--- config.mk ---
export PLATFORM = sky130hd
export DESIGN_NAME = pipelined_adder
export DESIGN_NICKNAME = d
export VERILOG_FILES = /design/src/rtl/pipelined_adder_pkg.sv /design/src/rtl/pipelined_adder_adder_chunk.sv /design/src/rtl/pipelined_adder.sv
export SDC_FILE = /design/constraint.sdc
export NUM_CORES = 1
export LEC_CHECK = 0
export CAP_MARGIN = 40
export CELL_PAD_IN_SITES_DETAIL_PLACEMENT = 0
export CELL_PAD_IN_SITES_GLOBAL_PLACEMENT = 1
export CORE_ASPECT_RATIO = 0.7
export CORE_MARGIN = 8
export CORE_UTILIZATION = 41
export CTS_BUF_LIST = sky130_fd_sc_hd__clkbuf_16
export CTS_CLUSTER_SIZE = 30
export DETAILED_ROUTE_END_ITERATION = 8
export PLACE_DENSITY = 0.72
export SKIP_LAST_GASP = 1
export SYNTH_ARGS = -nofsm -noshare
export SYNTH_HDL_FRONTEND = slang
export SYNTH_SLANG_ARGS = --single-unit
--- constraint.sdc ---
create_clock -name clk -period 2 [get_ports clk]
set_input_delay 0.2 -clock clk [delete_from_list [all_inputs] [get_ports clk]]
set_output_delay 0.2 -clock clk [all_outputs]
set_load 0.02 [all_outputs]
--- src/rtl/pipelined_adder_pkg.sv ---
// pipelined_adder_pkg: default sizing and chunk helpers shared by the pipelined adder
package pipelined_adder_pkg;
  localparam int DEF_WIDTH  = 16;
  localparam int DEF_STAGES = 4;
  function automatic int chunk_w(input int w, input int n);
    return w / n;
  endfunction
  function automatic bit cfg_ok(input int w, input int n);
    return (n >= 1) && (n <= w) && (w % n == 0);
  endfunction
endpackage

--- src/rtl/pipelined_adder_adder_chunk.sv ---
// adder_chunk: combinational ripple adder for one pipeline chunk
module adder_chunk #(
  parameter int W = 4
) (
  input  logic [W-1:0] x,
  input  logic [W-1:0] y,
  input  logic         ci,
  output logic [W-1:0] sum,
  output logic         co
);
  logic c;
  always_comb begin
    c = ci;
    sum = '0;
    for (int i = 0; i < W; i++) begin
      sum[i] = x[i] ^ y[i] ^ c;
      c = (x[i] & y[i]) | (c & (x[i] ^ y[i]));
    end
    co = c;
  end
endmodule

--- src/rtl/pipelined_adder.sv ---
// pipelined_adder: STAGES-deep chunked add/subtract with valid/ready whole-pipeline stall
// PIPELINED_ADDER_OVF_EN adds a registered two's-complement overflow output ovf
module pipelined_adder
  import pipelined_adder_pkg::*;
#(
  parameter int WIDTH  = DEF_WIDTH,
  parameter int STAGES = DEF_STAGES
) (
  input  logic             clk,
  input  logic             rst_n,
  input  logic             in_valid,
  output logic             in_ready,
  input  logic [WIDTH-1:0] a,
  input  logic [WIDTH-1:0] b,
  input  logic             c_in,
  input  logic             sub,
  output logic             out_valid,
  input  logic             out_ready,
  output logic [WIDTH-1:0] s,
`ifdef PIPELINED_ADDER_OVF_EN
  output logic             ovf,
`endif
  output logic             c_out
);
  localparam int C = chunk_w(WIDTH, STAGES);
  if (!cfg_ok(WIDTH, STAGES)) begin : g_cfg
    $error("pipelined_adder: WIDTH must be a multiple of STAGES, STAGES in 1..WIDTH");
  end
  logic             adv;
  logic [WIDTH-1:0] b_eff;
  logic             cin_eff;
  assign adv      = !out_valid || out_ready;
  assign in_ready = adv;
  assign b_eff    = sub ? ~b : b;
  assign cin_eff  = sub || c_in;
  for (genvar k = 0; k < STAGES; k++) begin : st
    logic [C-1:0]       x, y, sum;
    logic               ci, co, vi;
    logic [(k+1)*C-1:0] nps, ps;
    logic               pc, pv;
    if (k == 0) begin : g_src
      assign x   = a[C-1:0];
      assign y   = b_eff[C-1:0];
      assign ci  = cin_eff;
      assign vi  = in_valid;
      assign nps = sum;
    end else begin : g_src
      assign x   = st[k-1].g_sk.ra[C-1:0];
      assign y   = st[k-1].g_sk.rb[C-1:0];
      assign ci  = st[k-1].pc;
      assign vi  = st[k-1].pv;
      assign nps = {sum, st[k-1].ps};
    end
    adder_chunk #(.W(C)) u_add (.x(x), .y(y), .ci(ci), .sum(sum), .co(co));
    // last stage only loads on a valid result so s/c_out hold across bubbles
    always_ff @(posedge clk or negedge rst_n)
      if (!rst_n) begin
        ps <= '0;
        pc <= 1'b0;
        pv <= 1'b0;
      end else if (adv) begin
        pv <= vi;
        if (k < STAGES - 1 || vi) begin
          ps <= nps;
          pc <= co;
        end
      end
    if (k < STAGES - 1) begin : g_sk
      localparam int R = (STAGES - 1 - k) * C;
      logic [R-1:0] ra, rb, na, nb;
      if (k == 0) begin : g_in
        assign na = a[WIDTH-1:C];
        assign nb = b_eff[WIDTH-1:C];
      end else begin : g_in
        assign na = st[k-1].g_sk.ra[R+C-1:C];
        assign nb = st[k-1].g_sk.rb[R+C-1:C];
      end
      always_ff @(posedge clk or negedge rst_n)
        if (!rst_n) begin
          ra <= '0;
          rb <= '0;
        end else if (adv) begin
          ra <= na;
          rb <= nb;
        end
    end
  end
`ifdef PIPELINED_ADDER_OVF_EN
  // carry into the MSB is recovered from the MSB sum bit of the final chunk
  always_ff @(posedge clk or negedge rst_n)
    if (!rst_n) ovf <= 1'b0;
    else if (adv && st[STAGES-1].vi)
      ovf <= st[STAGES-1].x[C-1] ^ st[STAGES-1].y[C-1] ^ st[STAGES-1].sum[C-1] ^ st[STAGES-1].co;
`endif
  assign s         = st[STAGES-1].ps;
  assign c_out     = st[STAGES-1].pc;
  assign out_valid = st[STAGES-1].pv;
endmodule

==> impl_metrics.yaml <==
power:
  clockPowerShare_pct: 18.9
  leakage_nw: 2.426
  p_sw_w: 0.002557
  power_w: 0.008070
  max-vdd-ir-drop_mv: 0.5383
  switching_share_pct: 31.69
  power_frac_seq_pct: 41.1
  combPwrFrac_pct: 39.9
  powerDensity_nw_per_um2: 1515
  p_int_w: 0.005513
grt:
  grt.total_usage_pct: 11.83
  grt_overflow_total: 0
  antenna_found_initial: 0
  grt_pass1_wl_mm: 12.68
  grt_pass1_vias: 2457
  grt_start_max_net_pins: 42
floorplanning:
  core_area_um2: 10240
  start_util_pct: 41.59
  die-height_um: 101.3
  ios: 57
  die_area_um2: 13960
  fp.dieW_um: 137.8
  num_rows: 31
synthesis:
  synth_cells: 301
  syn_avg_cell_area_um2: 14.15
  synth.net_count: 355
  yosys_warnings: 0
  netlist_area_um2: 4259
  synth_seq_cells: 96
  synthDistinctLibCells: 19
  synth-seq-area-share_pct: 56.40
clocking:
  clockRootBuffer: "clkbuf_16"
  tritoncts: "done"
  clk_pin_slew_ps: 60
  numCtsBuffers: 9
  cts.sinks: 96
  cts_buffer_depth: 2
  htreeDepth: 3
  worstSkewPairLatency_ps: 340
drt:
  wl_met1_mm: 3.711
  wl_met3_um: 436
  vias_per_cell: 4.480
  met2WireLength_mm: 3.169
  drt_iter0_markers: 122
  wirelength_mm: 7.403
  drc: 0
  top_layer_used: "met4"
  vias: 2258
  ant_nets: 0
  wl_per_cell_um: 14.69
  drt_pass1_iterations: 4
placed_design:
  port_buffers: 56
  dp_hpwl_mm: 5.228
  placed_cell_area_um2: 5015
  routabilityCongestion: 0.6976
setup_path:
  crit_path_end_kind: "flip-flop"
  cp_num_buf_inv: 3
  crit_required_ps: 2270
  critPathMaxStageDelay_ps: 420
  start_kind: "flip-flop"
  critical_path.top_delay_family: "adder cells"
  crit_fanout: 2
  critPathSlowestCell: "fa_1"
  worstPathArrival_ps: 2340
  critical_path_class: "flip-flop to flip-flop"
  path_cells: "fa_2, inv_2, fa_1, inv_1, fa_2, inv_2, fa_1, a21oi_1"
sta:
  slew_headroom_pct: 62.92
  tightest_slew_ps: 556.2
  fin_crit_sh_pct: 103.6
  grt_setup_unrepaired: "yes"
  fmax_ghz: 0.4828
  layout_min_cycle_time_ps: 2071
  setup_slack_ps: -71.34
  finalHoldViolCount: 0
  fin_skew_ps: 6.401
  setup_violations: 3
  drv_slew: 0
final_layout:
  antennaDiodeCount: 0
  final_cell_area_um2: 5325
  layout-drive-gt1-share_pct: 31.18
  final_nets: 421
  syn_to_final_growth_pct: 25.03
job:
  drv_cap: 0
run_status:
  run_status: "complete, but fails checks"
  violations: "negative setup slack"
min_path:
  hold_path.class: "input port to async pin"
## through the flow
step	hold WS [ps]	instances	util [%]	worst slack, ps	TNS, ps
6_report	389.4	504	52.00	-71.34	-177.3
5_1_grt	392.9	504	52.00	-181.4	-497.5
4_1_cts	399.9	503	51.78	-96.41	-306.8
3_5_place_dp	227.9	484	48.97	-838.1	-2575
3_3_place_gp	224.4	484	48.97	-767.9	-2282
2_1_floorplan	-95.59	301	-	-373.3	-626.8
## timing repair
action	in CTS	in global routing
hold buffers	1	0
resized for setup	19	7
buffers inserted	2	1
endpoints found under the setup margin	6	5
pin swaps	9	6
hold endpoints to repair	39	0
## power by group through the flow
stage | Clock [W] | Sequential [W] | Combinational [W]
after detailed placement | 0 | 0.00337 | 0.00320
after floorplan | 0 | 0.00346 | 0.00210
after global routing | 0.00167 | 0.00344 | 0.00358
after CTS | 0.00157 | 0.00333 | 0.00328
after global placement | 0 | 0.00333 | 0.00311
final | 0.00153 | 0.00332 | 0.00322
## cell families (layout without fill, tap and decap cells)
| logic type | Yosys count | in the layout | share of synthesized area (%) |
|---|---|---|---|
| xor+xnor | 16 | 16 | 3.290 |
| buf+inv | 44 | 115 | 5.435 |
| fa+ha+maj | 16 | 16 | 7.521 |
| simple gates | 34 | 34 | 3.466 |
| mux | 65 | 65 | 20.36 |
| compound gates | 30 | 30 | 3.525 |
| flops | 96 | 96 | 56.40 |
## worst register-to-register path: stages (launching register included)
cell and delay [ps]:
dfrtp_1 400, fa_2 400, inv_2 70, fa_1 150, inv_1 50, fa_2 330, inv_2 60, fa_1 420
a21oi_1 120
## cell usage in the layout, fill, tap and decap left out
| cell | count |
|---|---|
| dfrtp_1 | 96 |
| clkdlybuf4s50_1 | 50 |
| mux2_4 | 38 |
| mux2_2 | 24 |
| inv_1 | 20 |
| nor2_1 | 18 |
| a21oi_1 | 18 |
| nand2_1 | 12 |
| o21ai_0 | 12 |
| xnor2_1 | 11 |
| buf_4 | 11 |
| fa_2 | 10 |
| inv_2 | 9 |
| clkbuf_16 | 9 |
| fa_1 | 6 |
| xor2_1 | 3 |
| mux2i_1 | 3 |
| clkinv_2 | 3 |
| buf_12 | 3 |
| clkinv_1 | 2 |
| clkdlybuf4s15_1 | 2 |
| nand2b_4 | 1 |
| xnor2_4 | 1 |
| nor2_2 | 1 |
| xor2_2 | 1 |
| nand2_4 | 1 |
| nand2b_1 | 1 |
| clkinv_4 | 1 |
| clkinvlp_4 | 1 |
| dlygate4sd3_1 | 1 |
| buf_2 | 1 |
| dlymetal6s2s_1 | 1 |
| buf_6 | 1 |
## cell usage after synthesis (all sizes together)
library cell  instances  area [um2]
dfrtp                96        2402
o21ai                12       60.06
inv                  29       108.9
xnor2                12       105.1
nor2                 19       71.32
nand2                13       56.30
xor2                  4       35.03
clkbuf                1       3.750
fa                   16       320.3
nand2b                2       20.02
buf                  14       118.9
mux2i                 3       30.03
a21oi                18       90.09
mux2                 62       837.1
## routing by layer
layer,GRT usage [%],up-vias
li1,-,1105
met1,16.54,1102
met2,16.38,44
met3,4.311,7
met4,4.444,0
met5,0,-
## area by class of cell
| type | count | area [um2] |
|---|---|---|
| inverter | 29 | 108.9 |
| timing repair buffer | 70 | 701.9 |
| clock buffer | 9 | 225.2 |
| sequential | 96 | 2402 |
| clock inverter | 7 | 38.79 |
| multi-input combinational | 161 | 1683 |
| tap | 132 | 165.2 |
| fill | 909 | 4915 |
## worst paths after layout
path / start / end / slack [ps] / depth (start not counted)
worst min register to register: st[0].g_sk.rb[7] / st[1].g_sk.rb[3] / 480 / 2
min in group clk: b[0] / st[0].ps[0] / 390 / 4
worst max register to register: st[0].g_sk.rb[0] / st[1].ps[7] / -70 / 8
max in group asynchronous: rst_n / st[2].g_sk.ra[2] / 950 / 3
worst max-delay path: st[0].g_sk.rb[0] / st[1].ps[7] / -70 / 8
worst min-delay path: rst_n / st[1].ps[3] / 390 / 2
## flip-flops by register name, summed over array words and instances, names as in the netlist
register    cells
st.g_sk.ra     24
st.g_sk.rb     24
st.ps          24
s              16
st.pc           3
st.pv           3
c_out           1
out_valid       1
Note: power is estimated with default switching activity, not from simulation.
